`src/rtl/fp_mant_divider.sv`:
```
// ============================================================================
// Module   : fp_mant_divider
// Purpose  : Iterative restoring divider for MANT_W-bit FP mantissas (hidden bit
//            included); quotient = floor(dividend * 2^(MANT_W-1) / divisor).
//            Optional macro FP_DIV_RADIX4_EN retires two quotient bits per clock.
// Revision : 1.0 - initial release
// ============================================================================
`default_nettype none

module fp_mant_divider #(
    parameter int MANT_W = 24
) (
    input  logic              clk,
    input  logic              rst,
    input  logic              start,
    input  logic [MANT_W-1:0] dividend,
    input  logic [MANT_W-1:0] divisor,
    output logic [MANT_W-1:0] quotient,
    output logic              sticky,
    output logic              div_by_zero,
    output logic              busy,
    output logic              done
);

    localparam int CNT_W = (MANT_W > 1) ? $clog2(MANT_W) : 1;
`ifdef FP_DIV_RADIX4_EN
    // MANT_W must be even so that the count lands exactly on 1 for the last pair
    localparam logic [CNT_W-1:0] C_STEP = CNT_W'(2);
    localparam logic [CNT_W-1:0] C_LAST = CNT_W'(1);
`else
    localparam logic [CNT_W-1:0] C_STEP = CNT_W'(1);
    localparam logic [CNT_W-1:0] C_LAST = CNT_W'(0);
`endif
    localparam logic [CNT_W-1:0] C_CNT_INIT = CNT_W'(MANT_W - 1);

    typedef enum logic [1:0] {
        S_IDLE = 2'd0,
        S_RUN  = 2'd1,
        S_DONE = 2'd2
    } state_t;

    state_t              state_q, state_d;
    logic [MANT_W:0]     rem_q,    rem_d;
    logic [MANT_W-1:0]   dvs_q,    dvs_d;
    logic [MANT_W-1:0]   quo_q,    quo_d;
    logic [CNT_W-1:0]    cnt_q,    cnt_d;
    logic                sticky_q, sticky_d;
    logic                dbz_q,    dbz_d;

    logic [MANT_W:0]     w_dvs_ext;
    logic                w_ge1;
    logic [MANT_W:0]     w_sub1;
    logic [MANT_W:0]     w_rem1;
    logic [MANT_W:0]     w_sub_last;
    logic [MANT_W:0]     w_rem_last;

    assign w_dvs_ext = {1'b0, dvs_q};

    // First restoring step: compare, conditionally subtract, shift left
    assign w_ge1  = (rem_q >= w_dvs_ext);
    assign w_sub1 = w_ge1 ? (rem_q - w_dvs_ext) : rem_q;
    assign w_rem1 = {w_sub1[MANT_W-1:0], 1'b0};

`ifdef FP_DIV_RADIX4_EN
    logic                w_ge2;
    logic [MANT_W:0]     w_sub2;
    logic [CNT_W-1:0]    w_cnt_lo;

    // Second step cascaded on the first one's shifted remainder
    assign w_ge2      = (w_rem1 >= w_dvs_ext);
    assign w_sub2     = w_ge2 ? (w_rem1 - w_dvs_ext) : w_rem1;
    assign w_sub_last = w_sub2;
    assign w_rem_last = {w_sub2[MANT_W-1:0], 1'b0};
    assign w_cnt_lo   = cnt_q - CNT_W'(1);
`else
    assign w_sub_last = w_sub1;
    assign w_rem_last = w_rem1;
`endif

    always_ff @(posedge clk) begin
        if (rst) begin
            state_q  <= S_IDLE;
            rem_q    <= '0;
            dvs_q    <= '0;
            quo_q    <= '0;
            cnt_q    <= '0;
            sticky_q <= 1'b0;
            dbz_q    <= 1'b0;
        end else begin
            state_q  <= state_d;
            rem_q    <= rem_d;
            dvs_q    <= dvs_d;
            quo_q    <= quo_d;
            cnt_q    <= cnt_d;
            sticky_q <= sticky_d;
            dbz_q    <= dbz_d;
        end
    end

    always_comb begin
        state_d  = state_q;
        rem_d    = rem_q;
        dvs_d    = dvs_q;
        quo_d    = quo_q;
        cnt_d    = cnt_q;
        sticky_d = sticky_q;
        dbz_d    = dbz_q;

        case (state_q)
            S_IDLE, S_DONE: begin
                if (start) begin
                    dvs_d    = divisor;
                    rem_d    = {1'b0, dividend};
                    sticky_d = 1'b0;
                    if (divisor == '0) begin
                        quo_d   = '1;
                        dbz_d   = 1'b1;
                        cnt_d   = '0;
                        state_d = S_DONE;
                    end else begin
                        quo_d   = '0;
                        dbz_d   = 1'b0;
                        cnt_d   = C_CNT_INIT;
                        state_d = S_RUN;
                    end
                end else if (state_q == S_DONE) begin
                    state_d = S_IDLE;
                end
            end

            S_RUN: begin
                quo_d[cnt_q] = w_ge1;
`ifdef FP_DIV_RADIX4_EN
                quo_d[w_cnt_lo] = w_ge2;
`endif
                rem_d = w_rem_last;
                cnt_d = cnt_q - C_STEP;
                if (cnt_q == C_LAST) begin
                    sticky_d = |w_sub_last;
                    state_d  = S_DONE;
                end
            end

            default: begin
                state_d = S_IDLE;
            end
        endcase
    end

    assign quotient    = quo_q;
    assign sticky      = sticky_q;
    assign div_by_zero = dbz_q;
    assign busy        = (state_q == S_RUN);
    assign done        = (state_q == S_DONE);

endmodule

`default_nettype wire

```
`config.mk`:
```
export PLATFORM = sky130hd
export DESIGN_NAME = fp_mant_divider
export DESIGN_NICKNAME = d
export VERILOG_FILES = /design/src/rtl/fp_mant_divider.sv
export SDC_FILE = /design/constraint.sdc
export NUM_CORES = 1
export LEC_CHECK = 0
export CORE_ASPECT_RATIO = 1.75
export CORE_MARGIN = 1.5
export CORE_UTILIZATION = 40
export CTS_CLUSTER_SIZE = 10
export DETAILED_ROUTE_END_ITERATION = 7
export PLACE_DENSITY = 0.74
export SLEW_MARGIN = 5
export SYNTH_ARGS = -nofsm -noshare
export SYNTH_HDL_FRONTEND = slang
export SYNTH_SLANG_ARGS = --single-unit
```
`constraint.sdc`:
```
create_clock -name clk -period 4.1 [get_ports clk]
set_clock_uncertainty 0.15 [all_clocks]
set_input_delay 0.82 -clock clk [delete_from_list [all_inputs] [get_ports clk]]
set_output_delay 0.82 -clock clk [all_outputs]
set_load 0.05 [all_outputs]
```
Word level (Yosys, flattened, before mapping). Index checks and enable logic that the tools add are counted.

Bits in registers: 82. Input bits: 51. Output and inout port bits: 28.

Add/subtract/negate cells: 2. Magnitude comparators: 3. Equality and inequality tests: 5. Mux-type cells: 21. Reduce and logical (&&, ||, !) cells: 11.

Operators by type and width (number): 25-bit 2-to-1 mux (2); 25-bit one-hot mux with 2 select lines (1); 24-bit 2-to-1 mux (2); 24-bit one-hot mux with 2 select lines (1); 25-bit by 24-bit greater-or-equal comparator with 1-bit output (1); 25-bit OR reduction (1); 25-bit by 24-bit subtractor with 25-bit output (1); 24-bit bitwise mux (1); 24-bit logical NOT (1); 5-bit 2-to-1 mux (2); 5-bit one-hot mux with 2 select lines (1); 2-bit 2-to-1 mux (4); 5-bit by 6-bit < comparator with 1-bit output, second input constant (1); 2-bit AND reduction (3); 1-bit demux with 5-bit select (1); 5-bit by 1-bit greater-or-equal comparator with 1-bit output, second input constant (1); 5-bit logical NOT (1); 5-bit by 1-bit subtractor with 5-bit output, second input constant (1); 1-bit 2-to-1 mux (4); 2-bit one-hot mux with 2 select lines (1); 3-bit != test, second input constant (1); 3-bit AND reduction (1); 2-bit by 1-bit == test with 1-bit output, second input constant (1); 2-bit == test, second input constant (1); other kinds (7) (7).

Longest topological paths before layout. Gate-level depths: netlist of the first run.

Word-level depth: 6. Gate-level depth with buffers: 14. Gate-level depth less buffers: 13.

Least setup slack after synthesis of the first run. No wires, ideal clock.

Kind: register to register. Start: register rem_q[0]. End: register sticky_q, in the netlist sticky. Setup time: 0.127 ns. Data arrival time: 3.047 ns. Data required time: 3.823 ns. Setup slack: 0.776 ns. Stages on the path, launching flop included: 14. Buffers on the path: 0. Period minus slack after synthesis: 3.324 ns. Cells stage by stage: dfxtp_1 inv_1 ha_1 inv_1 fa_1 a211oi_2 nor3_2 o2111ai_1 nand4_1 or4_1 or4_1 nor4_2 o2111a_1 a31oi_1.

Longest elaborated chain between the ends: 5. Elaborated cells on any way between the ends: 6. Those cells by class: 1 x add/sub; 1 x order compare; 3 x mux; 1 x reduce/logical.

RTL lines: start: declaration (RTL line 43) `logic [MANT_W:0] rem_q, rem_d;`; start signal: assignment (RTL line 91) `rem_q <= rem_d;`; 25-bit by 24-bit subtractor with 25-bit output or 25-bit by 24-bit greater-or-equal comparator with 1-bit output (tied branches) (RTL line 61, 60); 25-bit 2-to-1 mux * (RTL line 61) `assign w_sub1 = w_ge1 ? (rem_q - w_dvs_ext) : rem_q;`; 25-bit OR reduction * (RTL line 139) `sticky_d = |w_sub_last;`; 1-bit 2-to-1 mux * (RTL line 138) `if (cnt_q == C_LAST) begin`; 1-bit one-hot mux with 2 select lines * (RTL line 109) `case (state_q)`; end signal: assignment (RTL line 95) `sticky_q <= sticky_d;`; end: declaration (RTL line 47) `logic sticky_q, sticky_d;`.

Mark *: on every way between the ends. The rest lies on a longest branch, timed or not. The select of a mux whose other input is x is not followed. A chain may end at the register's enable or synchronous reset.

Worst setup path after layout of the first run. Same ends and word-level chain as after synthesis.

==> results.sh, run 1 <==
export IMPL_status="finished clean"
export IMPL_top_layer="met4"
export IMPL_syn_area_per_cell_sq_um=7.45
export IMPL_final_common_cell="nand2_1"
export IMPL_syn_to_final_growth_pct=22.7
export IMPL_core_area_sq_um=12900
export IMPL_die_h_microns=155
export IMPL_r2r_end="sticky$_SDFFE_PP0P_"
export IMPL_hold_ws_ps=303
export IMPL_power_switching_mw=1.40
export IMPL_crit_end="sticky$_SDFFE_PP0P_"
export IMPL_final_min_clock_period_ps=3700
export IMPL_leakage_nw=2.39
export IMPL_grt_overflow=0
export IMPL_antenna_found_initial=0
export IMPL_crit_path_max_fanout=6
export IMPL_cts_tree="yes"
export IMPL_synth_edf_count=0
export IMPL_h_tree_depth=3
export IMPL_p_int_mw=1.92
export IMPL_dr_wl_met3_microns=1070
export IMPL_place_hpwl_microns=12900
export IMPL_endpoint_kind="flip-flop"
export IMPL_setup_tns_ps=0
export IMPL_wire_per_inst_microns=18.4
export IMPL_hold_class="flip-flop to flip-flop"
export IMPL_yosysUniqueCellTypes=69
export IMPL_die_area_sq_um=14000
export IMPL_critPathLaunchType="flip-flop"
export IMPL_drive_gt1_share_pct=6.20
export IMPL_holdBufCountCts=0
export IMPL_hold_violations=0
export IMPL_async_reset_ff_share_pct=0
export IMPL_drt_wl_total_microns=17400
export IMPL_fp_dieW_microns=90.1
export IMPL_finalNonFillerCells=945
export IMPL_clockRootBuffer="clkbuf_16"
export IMPL_initialDrtViolationCount=465
export IMPL_rsz0062_at_grt="false"
export IMPL_cts_resized_gates=0
export IMPL_clock_latency_ps=340
export IMPL_r2r_start="rem_q[0]$_SDFFE_PP0P_"
export IMPL_grt_pass1_vias=5381
export IMPL_synth_warnings=0
export IMPL_grt_max_degree=52
export IMPL_drt_antenna_violating_nets=0
export IMPL_postCtsSetupBuffers=0
export IMPL_clk_pin_slew_ps=70
export IMPL_tightest_slew_ps=1080
export IMPL_max_slew_margin_pct=28.2
export IMPL_setup_viol=0
export IMPL_p_seq_share_pct=28.4
export IMPL_max_clock_freq_mhz=270
export IMPL_yosysSeqAreaShare_pct=30.9
export IMPL_power_switching_share_pct=42.2
export IMPL_firstDrtPassIters=5
export IMPL_numCtsBuffers=9
export IMPL_criticalPathCategory="flip-flop to flip-flop"
export IMPL_io_buffers=78
export IMPL_vias=5611
export IMPL_drv_slew=0
export IMPL_synth_seq_cells=82
export IMPL_combPwrFrac_pct=47.4
export IMPL_cp_required_ps=4180
export IMPL_num_rows=55
export IMPL_reg2reg_slack_ps=400
export IMPL_clockPowerShare_pct=24.3
export IMPL_r2r_cells=13
export IMPL_floorplan_initialDensity_pct=41.0
export IMPL_grt_pass1_wl_microns=27600
export IMPL_synth_fp_nets=793
export IMPL_arrival_ps=3770
export IMPL_power_density_nw_per_um2=509
export IMPL_track_usage_pct=24.9
export IMPL_maxCapViolCount=0
export IMPL_met1_length_microns=6430
export IMPL_syn_inst=713
export IMPL_final_cell_mix="nand2_1 (145), dfxtp_1 (82), clkdlybuf4s50_1 (77)"
export IMPL_met2_length_microns=8910
export IMPL_cts_num_sinks=82
export IMPL_ios=79
export IMPL_peakVddDrop_mv=0.269
export IMPL_startpoint="rem_q[0]$_SDFFE_PP0P_"
export IMPL_routabilityCongestion=0.995
export IMPL_via_per_inst=5.94
export IMPL_insertedDiodeCount=0
export IMPL_synth_area_sq_um=5310
export IMPL_nNetsFinal=849
export IMPL_cts_buffer_depth=2
export IMPL_fin_crit_sh_pct=90.2
export IMPL_ys_flop_type="dfxtp_1"
export IMPL_dp_cells=929
export IMPL_route_detailed_drc=0
-- per-stage QoR --
stage	setup WS [ps]	util, %	area [sq um]	power, mW
final	401	50.3	6510	3.32
after global placement	526	48.1	6220	2.49
after detailed placement	480	48.1	6220	2.48
after CTS	446	50.3	6510	3.29
after floorplan	776	-	5310	2.07
after global routing	297	50.3	6510	3.50
-- critical path, cell delays in order (launching register included) --
cell and delay (ps):
dfxtp_1 330, inv_1 60, ha_1 200, inv_1 70
fa_1 410, a211oi_2 410, nor3_2 150, o2111ai_1 220
nand4_1 130, or4_1 590, or4_1 450, nor4_2 150
o2111a_1 190, a31oi_1 70
-- cells by family after synthesis --
logic type	share of synthesized area, %
AND/OR/NAND/NOR	24.5
flip-flops	30.9
buffers and inverters	5.84
adder cells (fa/ha/maj)	6.98
multiplexers	0.778
XOR/XNOR	2.47
AO/OA/AOI/OAI	28.5
-- flip-flops by register name, indices dropped and copies added, names as in the netlist --
register     flops
rem_q           25
dvs_q           24
quotient        24
cnt_q            5
state_q          2
div_by_zero      1
sticky           1
-- power groups by stage --
stage          clock network [mW]  logic, mW  registers (mW)
2_1_floorplan                   0       1.14           0.933
3_3_place_gp                    0       1.53           0.957
3_5_place_dp                    0       1.53           0.956
4_1_cts                     0.812       1.54           0.940
5_1_grt                     0.846       1.71           0.950
6_report                    0.804       1.57           0.941
-- metal layers --
layer	up-vias	track usage, %
li1	2697	-
met1	2581	25.9
met2	252	45.6
met3	81	4.79
met4	0	15.0
met5	-	0
-- final cells by class --
class                      count  area (sq um)
fill                        1343          6420
inverter                      34           128
sequential                    82          1640
clock inverter                 4          33.8
tap                          171           214
timing repair buffer          89           871
clock buffer                  12           256
multi-input combinational    553          3370
-- worst min path at each step --
| stage | endpoint | cells past startpoint | slack, ps | from |
|---|---|---|---|---|
| 4_1_cts | dvs_q[22]$_SDFFE_PP0P_ | 2 | 310 | dvs_q[22]$_SDFFE_PP0P_ |
| 3_5_place_dp | dvs_q[22]$_SDFFE_PP0P_ | 2 | 300 | dvs_q[22]$_SDFFE_PP0P_ |
| 2_1_floorplan | dvs_q[10]$_SDFFE_PP0P_ | 2 | 290 | dvs_q[10]$_SDFFE_PP0P_ |
| 5_1_grt | dvs_q[1]$_SDFFE_PP0P_ | 2 | 320 | dvs_q[1]$_SDFFE_PP0P_ |
| 6_report | dvs_q[15]$_SDFFE_PP0P_ | 2 | 300 | dvs_q[15]$_SDFFE_PP0P_ |
| 3_3_place_gp | dvs_q[1]$_SDFFE_PP0P_ | 2 | 290 | dvs_q[1]$_SDFFE_PP0P_ |
-- Yosys cell counts, drive strengths merged, types with 12 or more instances --
library cell  instances  share of area (%)
nor2                 44                3.1
ha                   28                6.6
o211ai               26                3.7
clkbuf               35                2.5
o21ai                30                2.8
nor3                 13                1.3
inv                  34                2.4
dfxtp                82                 31
nand2               145                 10
nor4                 12                1.6
a21oi                75                7.1
a31oi                28                3.3
a221oi               14                2.3
Note: power is estimated with default switching activity, not from simulation.
==> inputs of run 2 (changes only) <==
Settings changed: CTS_CLUSTER_DIAMETER from default to 100.
==> results of run 2 <==
The final DEF is identical to that of run 1; final timing and power are the same.
